<file path="src/rtl/simon_pkg.sv">
// Shared definitions for the SIMON32/64 inline-key encryptor:
// parameter defaults, key-schedule constants and the controller state type.
package simon_pkg;

    localparam int unsigned N_DEF  = 16;  // word width
    localparam int unsigned M_DEF  = 4;   // key words
    localparam int unsigned T_DEF  = 32;  // rounds
    localparam int unsigned C_DEF  = 5;   // round-counter width

    // z0 sequence; bit position 0 of the sequence is the leftmost bit of the literal
    localparam int unsigned Z0_LEN = 62;
    localparam logic [Z0_LEN-1:0] Z0 =
        62'b11111010001001010110000111001101111101000100101011000011100110;

    // ~3: folds the complement of k0 and the constant 3 into one xor term
    localparam logic [15:0] ROUND_CONST = 16'hFFFC;

    typedef enum logic [1:0] {
        ST_IDLE = 2'd0,
        ST_RUN  = 2'd1,
        ST_DONE = 2'd2
    } state_e;

    // Bit idx of z0, counted from the leftmost bit of the sequence
    function automatic logic z0_bit(input logic [5:0] idx);
        return Z0[6'(Z0_LEN - 1) - idx];
    endfunction

endpackage

</file>
<file path="src/rtl/simon_round.sv">
// Combinational SIMON round plus next-key computation.
// Given the current state words and key window, produces the next x word and
// the key word that enters the top of the key window.
module simon_round
    import simon_pkg::*;
#(
    parameter int unsigned N = N_DEF,
    parameter int unsigned C = C_DEF
) (
    input  logic [N-1:0] x_i,
    input  logic [N-1:0] y_i,
    input  logic [N-1:0] k0_i,       // current round key (oldest key word)
    input  logic [N-1:0] k1_i,       // second-oldest key word
    input  logic [N-1:0] k_last_i,   // newest key word
    input  logic [C-1:0] round_i,    // round index, selects the z0 bit
    output logic [N-1:0] x_next_c_o,
    output logic [N-1:0] key_new_c_o
);

    function automatic logic [N-1:0] rotl(input logic [N-1:0] v, input int unsigned s);
        return (v << s) | (v >> (N - s));
    endfunction

    function automatic logic [N-1:0] rotr(input logic [N-1:0] v, input int unsigned s);
        return (v >> s) | (v << (N - s));
    endfunction

    logic [N-1:0] t;

    // Round function and inline key expansion
    always_comb begin
        x_next_c_o  = y_i ^ (rotl(x_i, 1) & rotl(x_i, 8)) ^ rotl(x_i, 2) ^ k0_i;

        t           = rotr(k_last_i, 3) ^ k1_i;
        key_new_c_o = k0_i ^ N'(ROUND_CONST) ^ t ^ rotr(t, 1)
                    ^ N'(z0_bit(6'(round_i)));
    end

endmodule

</file>
<file path="src/rtl/simon_control_inl.sv">
// SIMON32/64 encryptor, one round per clock, key schedule expanded on the fly.
// Handshake: newData starts an encryption from IDLE, doneData holds the result
// in DONE until readData acknowledges it.
// Build option: define SIMON_CIPHER_MASK_EN to force cipher to zero whenever
// doneData is low; otherwise cipher exposes the state register at all times.
module simon_control_inl
    import simon_pkg::*;
#(
    parameter int unsigned N = N_DEF,
    parameter int unsigned M = M_DEF,
    parameter int unsigned T = T_DEF,
    parameter int unsigned C = C_DEF
) (
    input  logic                clk,
    input  logic                nR,
    input  logic                newData,
    input  logic                readData,
    input  logic [2*N-1:0]      plain,
    input  logic [M-1:0][N-1:0] key,
    output logic                doneData,
    output logic                doneKey,
    output logic [2*N-1:0]      cipher
);

    localparam logic [C-1:0] LAST_ROUND = C'(T - 1);

    state_e              state_q, state_d;
    logic [C-1:0]        cnt_q, cnt_d;
    logic [N-1:0]        x_q, x_d;
    logic [N-1:0]        y_q, y_d;
    logic [M-1:0][N-1:0] key_q, key_d;
    logic                done_q, done_d;
    logic                dkey_q, dkey_d;

    logic [N-1:0]        x_round;
    logic [N-1:0]        key_new;
    logic                ack;

    // Acknowledge only counts once the result is actually being presented
    assign ack = (state_q == ST_DONE) && done_q && readData;

    simon_round #(
        .N (N),
        .C (C)
    ) u_round (
        .x_i         (x_q),
        .y_i         (y_q),
        .k0_i        (key_q[0]),
        .k1_i        (key_q[1]),
        .k_last_i    (key_q[M-1]),
        .round_i     (cnt_q),
        .x_next_c_o  (x_round),
        .key_new_c_o (key_new)
    );

    // State register
    always_ff @(posedge clk) begin
        if (nR) begin
            state_q <= ST_IDLE;
        end else begin
            state_q <= state_d;
        end
    end

    // Next-state logic
    always_comb begin
        state_d = state_q;
        unique case (state_q)
            ST_IDLE: if (newData)              state_d = ST_RUN;
            ST_RUN:  if (cnt_q == LAST_ROUND)  state_d = ST_DONE;
            ST_DONE: if (ack)                  state_d = ST_IDLE;
            default:                           state_d = ST_IDLE;
        endcase
    end

    // Datapath and output next values
    always_comb begin
        cnt_d  = cnt_q;
        x_d    = x_q;
        y_d    = y_q;
        key_d  = key_q;
        done_d = 1'b0;
        dkey_d = 1'b0;
        unique case (state_q)
            ST_IDLE: begin
                if (newData) begin
                    x_d    = plain[2*N-1:N];
                    y_d    = plain[N-1:0];
                    key_d  = key;
                    cnt_d  = '0;
                    dkey_d = 1'b1;
                end
            end
            ST_RUN: begin
                x_d   = x_round;
                y_d   = x_q;
                key_d = {key_new, key_q[M-1:1]};
                cnt_d = cnt_q + C'(1);
            end
            ST_DONE: begin
                done_d = !ack;
            end
            default: begin
                done_d = 1'b0;
            end
        endcase
    end

    // Datapath and output registers
    always_ff @(posedge clk) begin
        if (nR) begin
            cnt_q  <= '0;
            x_q    <= '0;
            y_q    <= '0;
            key_q  <= '0;
            done_q <= 1'b0;
            dkey_q <= 1'b0;
        end else begin
            cnt_q  <= cnt_d;
            x_q    <= x_d;
            y_q    <= y_d;
            key_q  <= key_d;
            done_q <= done_d;
            dkey_q <= dkey_d;
        end
    end

    assign doneData = done_q;
    assign doneKey  = dkey_q;

`ifdef SIMON_CIPHER_MASK_EN
    assign cipher = done_q ? {x_q, y_q} : '0;
`else
    assign cipher = {x_q, y_q};
`endif

endmodule

</file>
<file path="config.mk">
export PLATFORM = sky130hd
export DESIGN_NAME = simon_control_inl
export DESIGN_NICKNAME = d
export VERILOG_FILES = /design/src/rtl/simon_pkg.sv /design/src/rtl/simon_round.sv /design/src/rtl/simon_control_inl.sv
export SDC_FILE = /design/constraint.sdc
export NUM_CORES = 1
export LEC_CHECK = 0
export BUFFER_PORTS_ARGS = -buffer_cell sky130_fd_sc_hd__buf_2
export CORE_ASPECT_RATIO = 0.7
export CORE_UTILIZATION = 54
export CTS_BUF_LIST = sky130_fd_sc_hd__clkbuf_8
export CTS_CLUSTER_SIZE = 40
export DETAILED_ROUTE_END_ITERATION = 10
export GPL_TIMING_DRIVEN = 1
export PLACE_DENSITY_LB_ADDON = 0.08
export SLEW_MARGIN = 30
export SYNTH_ARGS = -nofsm -noshare
export SYNTH_HDL_FRONTEND = slang
export SYNTH_SLANG_ARGS = --single-unit
</file>
<file path="constraint.sdc">
create_clock -name clk -period 3.6 [get_ports clk]
set_input_delay 0.18 -clock clk [delete_from_list [all_inputs] [get_ports clk]]
set_output_delay 0.18 -clock clk [all_outputs]
set_load 0.005 [all_outputs]
</file>
==> impl_metrics.csv <==
group,metric,value,unit
outcome,status,"complete, no violations",
hold_path,hp-start,"plain[28]",
timing,clock_skew,0.0135,ns
timing,finalCriticalPeriod,2.39,ns
logic_synthesis,async_flop_share,0,%
logic_synthesis,syn_nets,828,
drt,drc_errors,0,
floorplan,coreArea,0.00987,mm2
setup_path,crit_arrival,2.67,ns
timing,finalSetupViolCount,0,
logic_synthesis,yosys-mux-area-fraction,1.41,%
timing,fin_crit_sh,66.3,%
floorplan,start_util,56.7,%
global_routing,grt_pass1_vias,4876,
timing,worst_pin_slew,0.884,ns
floorplan,die-area,0.0108,mm2
drt,drtIter0Drc,450,
logic_synthesis,synth_compound_area_share,17.1,%
cts,clk_latency,0.38,ns
floorplan,die_y,87.2,um
cts,cts.sinks,105,
hold_path,hold_class,"input port to flop",
pwr,p_per_area,488,mW/mm2
cts,cts_buffers,9,
timing,worst_slack,1.21,ns
pwr,p_total,3.17,mW
timing,hold_viol_final,0,
final_layout,drive_above_1_share,20.1,%
global_routing,grt_overflow,0,
drt,drt_pass1_iterations,5,
global_routing,use_met1,42.3,%
final_layout,finalNonFillerCells,947,
final_layout,final_area,0.00649,mm2
global_routing,grt_max_degree,100,
final_layout,area_delta_synth_final,15.9,%
setup_path,worstSetupPathType,"flop to flop",
job,max_cap_viol_count,0,
global_routing,track_usage,29.7,%
floorplan,num_rows,30,
logic_synthesis,synthAdderAreaFrac,2.01,%
logic_synthesis,synth.cell_area,0.00559,mm2
cts,cts-root-buf,"clkbuf_8",
logic_synthesis,synth_top_flop_cell,"dfxtp_1",
pwr,total_leakage_power,2.66,nW
placed_design,place_area,0.00628,mm2
placed_design,place_ws,1.23,ns
setup_path,worstReg2RegStart,"cnt_q[0]",
final_layout,n_fill_cell,894,
cts,tritoncts,"built",
timing,final.setup.tns,0,ns
floorplan,ios,134,
drt,ant_nets,0,
placed_design,place.detailed.hpwl,11.0,mm
setup_path,startpoint,"cnt_q[0]",
logic_synthesis,ys_seq_elements,105,
placed_design,place.gp.congestion,0.880,
logic_synthesis,synth_cell_type_count,28,
logic_synthesis,synth_top_family_by_area,"simple AND/OR/NAND/NOR gates",
global_routing,met2_usage,45.3,%
pwr,ir_drop,223,uV
setup_path,crit_path_end_kind,"flop",
global_routing,globalRouteMet3Util,6.74,%
cts,clock_path_buffers,2,
setup_path,required,3.89,ns
placed_design,numPortBuffers,133,
cts,htreeDepth,3,
final_layout,final_nets,923,
global_routing,busiest_layer,"met2",
timing,fmax,419,MHz
logic_synthesis,synth-xor-area-share,15.5,%
drt,routed_wl,15.6,mm
drt,via_per_inst,5.69,
drt,vias,5386,
logic_synthesis,yosysWarnings,0,
setup_path,cp_max_fo,9,
drt,routedWlPerCell,16.4,um
setup_path,cp-start-kind,"flop",
global_routing,antenna_found_initial,0,
timing,hold_ws,0.0468,ns
placed_design,dpl.cell_count,930,
logic_synthesis,synth-seq-area-share,37.6,%
logic_synthesis,synth.avg_cell_area,7.78,um2
logic_synthesis,synth_edf_count,0,
cts,path_clk_slew,0.10,ns
logic_synthesis,yosys.area_share.simple,22.1,%
timing,rsz0062_at_grt,"no",
timing,relSlewSlack,41.1,%
floorplan,fp.dieW,124,um
timing,drv_slew,0,
final_layout,final_common_cell,"nand2_1",
final_layout,mostFrequentLayoutCells,"nand2_1, buf_2, nor2_1",
final_layout,n_antenna_cell,0,
logic_synthesis,synthCells,719,
global_routing,grt_pass1_wl,24.6,mm
final_layout,fin_util,65.7,%
critical path, stage by stage (launching register included):
cell,delay (ns)
dfxtp_1,0.49
inv_1,0.15
ha_1,0.34
mux2_2,0.28
mux2_2,0.27
mux2i_1,0.17
mux2i_1,0.12
xnor2_1,0.15
a2111oi_2,0.34
flip-flops by register name, summed over array words and instances, names as in the netlist:
name,cells
key_q,64
x_q,16
y_q,16
cnt_q,5
state_q,2
doneData,1
doneKey,1
layer usage:
layer  routed length [um]  up-vias  share of wire (%)
li1                     -     2622                  -
met1                 7340     2562                 47
met2                 6990      188                 45
met3                 1080       14                7.0
met4                  164        0                1.1
met5                    0        -                  0
power by group:
group	switching, mW	total (mW)	internal, mW
logic	0.473	0.934	0.461
registers	0.187	1.48	1.30
clock network	0.413	0.749	0.336
total	1.07	3.17	2.09
final timing paths:
path	endpoint	cells past startpoint	slack (ns)
setup / recovery	key_q[48]	8	1.21
setup reg to reg	key_q[48]	8	1.21
hold / removal	x_q[12]	3	0.05
hold reg to reg	doneData	1	0.44
cell usage after synthesis, types with 2 or more instances:
cell      number  area share (%)
nand2_1      173              12
nor3_1         7            0.63
nor2_1       126             8.5
nor2b_1        4            0.45
a211oi_1      14             1.9
ha_1           9             2.0
mux2i_1        3            0.54
mux2_2         2            0.40
xor2_1         4            0.63
nand2b_1       2            0.22
dfxtp_1      105              38
a311oi_1      77              12
a21oi_1       21             1.9
buf_1          4            0.27
xnor2_1       95              15
nand3_1        2            0.18
a22oi_1        4            0.54
buf_2         13             1.2
o21ai_0        4            0.36
inv_1          3            0.20
clkbuf_1      40             2.7
logic make-up after synthesis:
logic type | count (synthesis)
AO/OA/AOI/OAI | 122
multiplexers | 6
flip-flops | 105
adder cells (fa/ha/maj) | 9
XOR/XNOR | 99
AND/OR/NAND/NOR | 318
buffers and inverters | 60
repair_timing:
action                                 4_1_cts  5_1_grt
endpoints found under the hold margin        1        0
gates resized for setup                      0        0
hold buffers                                 1        0
setup buffers                                0        0
final cells by class:
class	count	area (um2)	area share [%]
multi-input cells	554	3270	50.5
flip-flops and latches	105	2100	32.4
repair buffers	141	743	11.5
well taps	128	160	2.47
clock buffers	10	138	2.12
clock inverters	6	58.8	0.907
inverters	3	11.3	0.174
No activity file was read; power rests on OpenSTA's default activity.
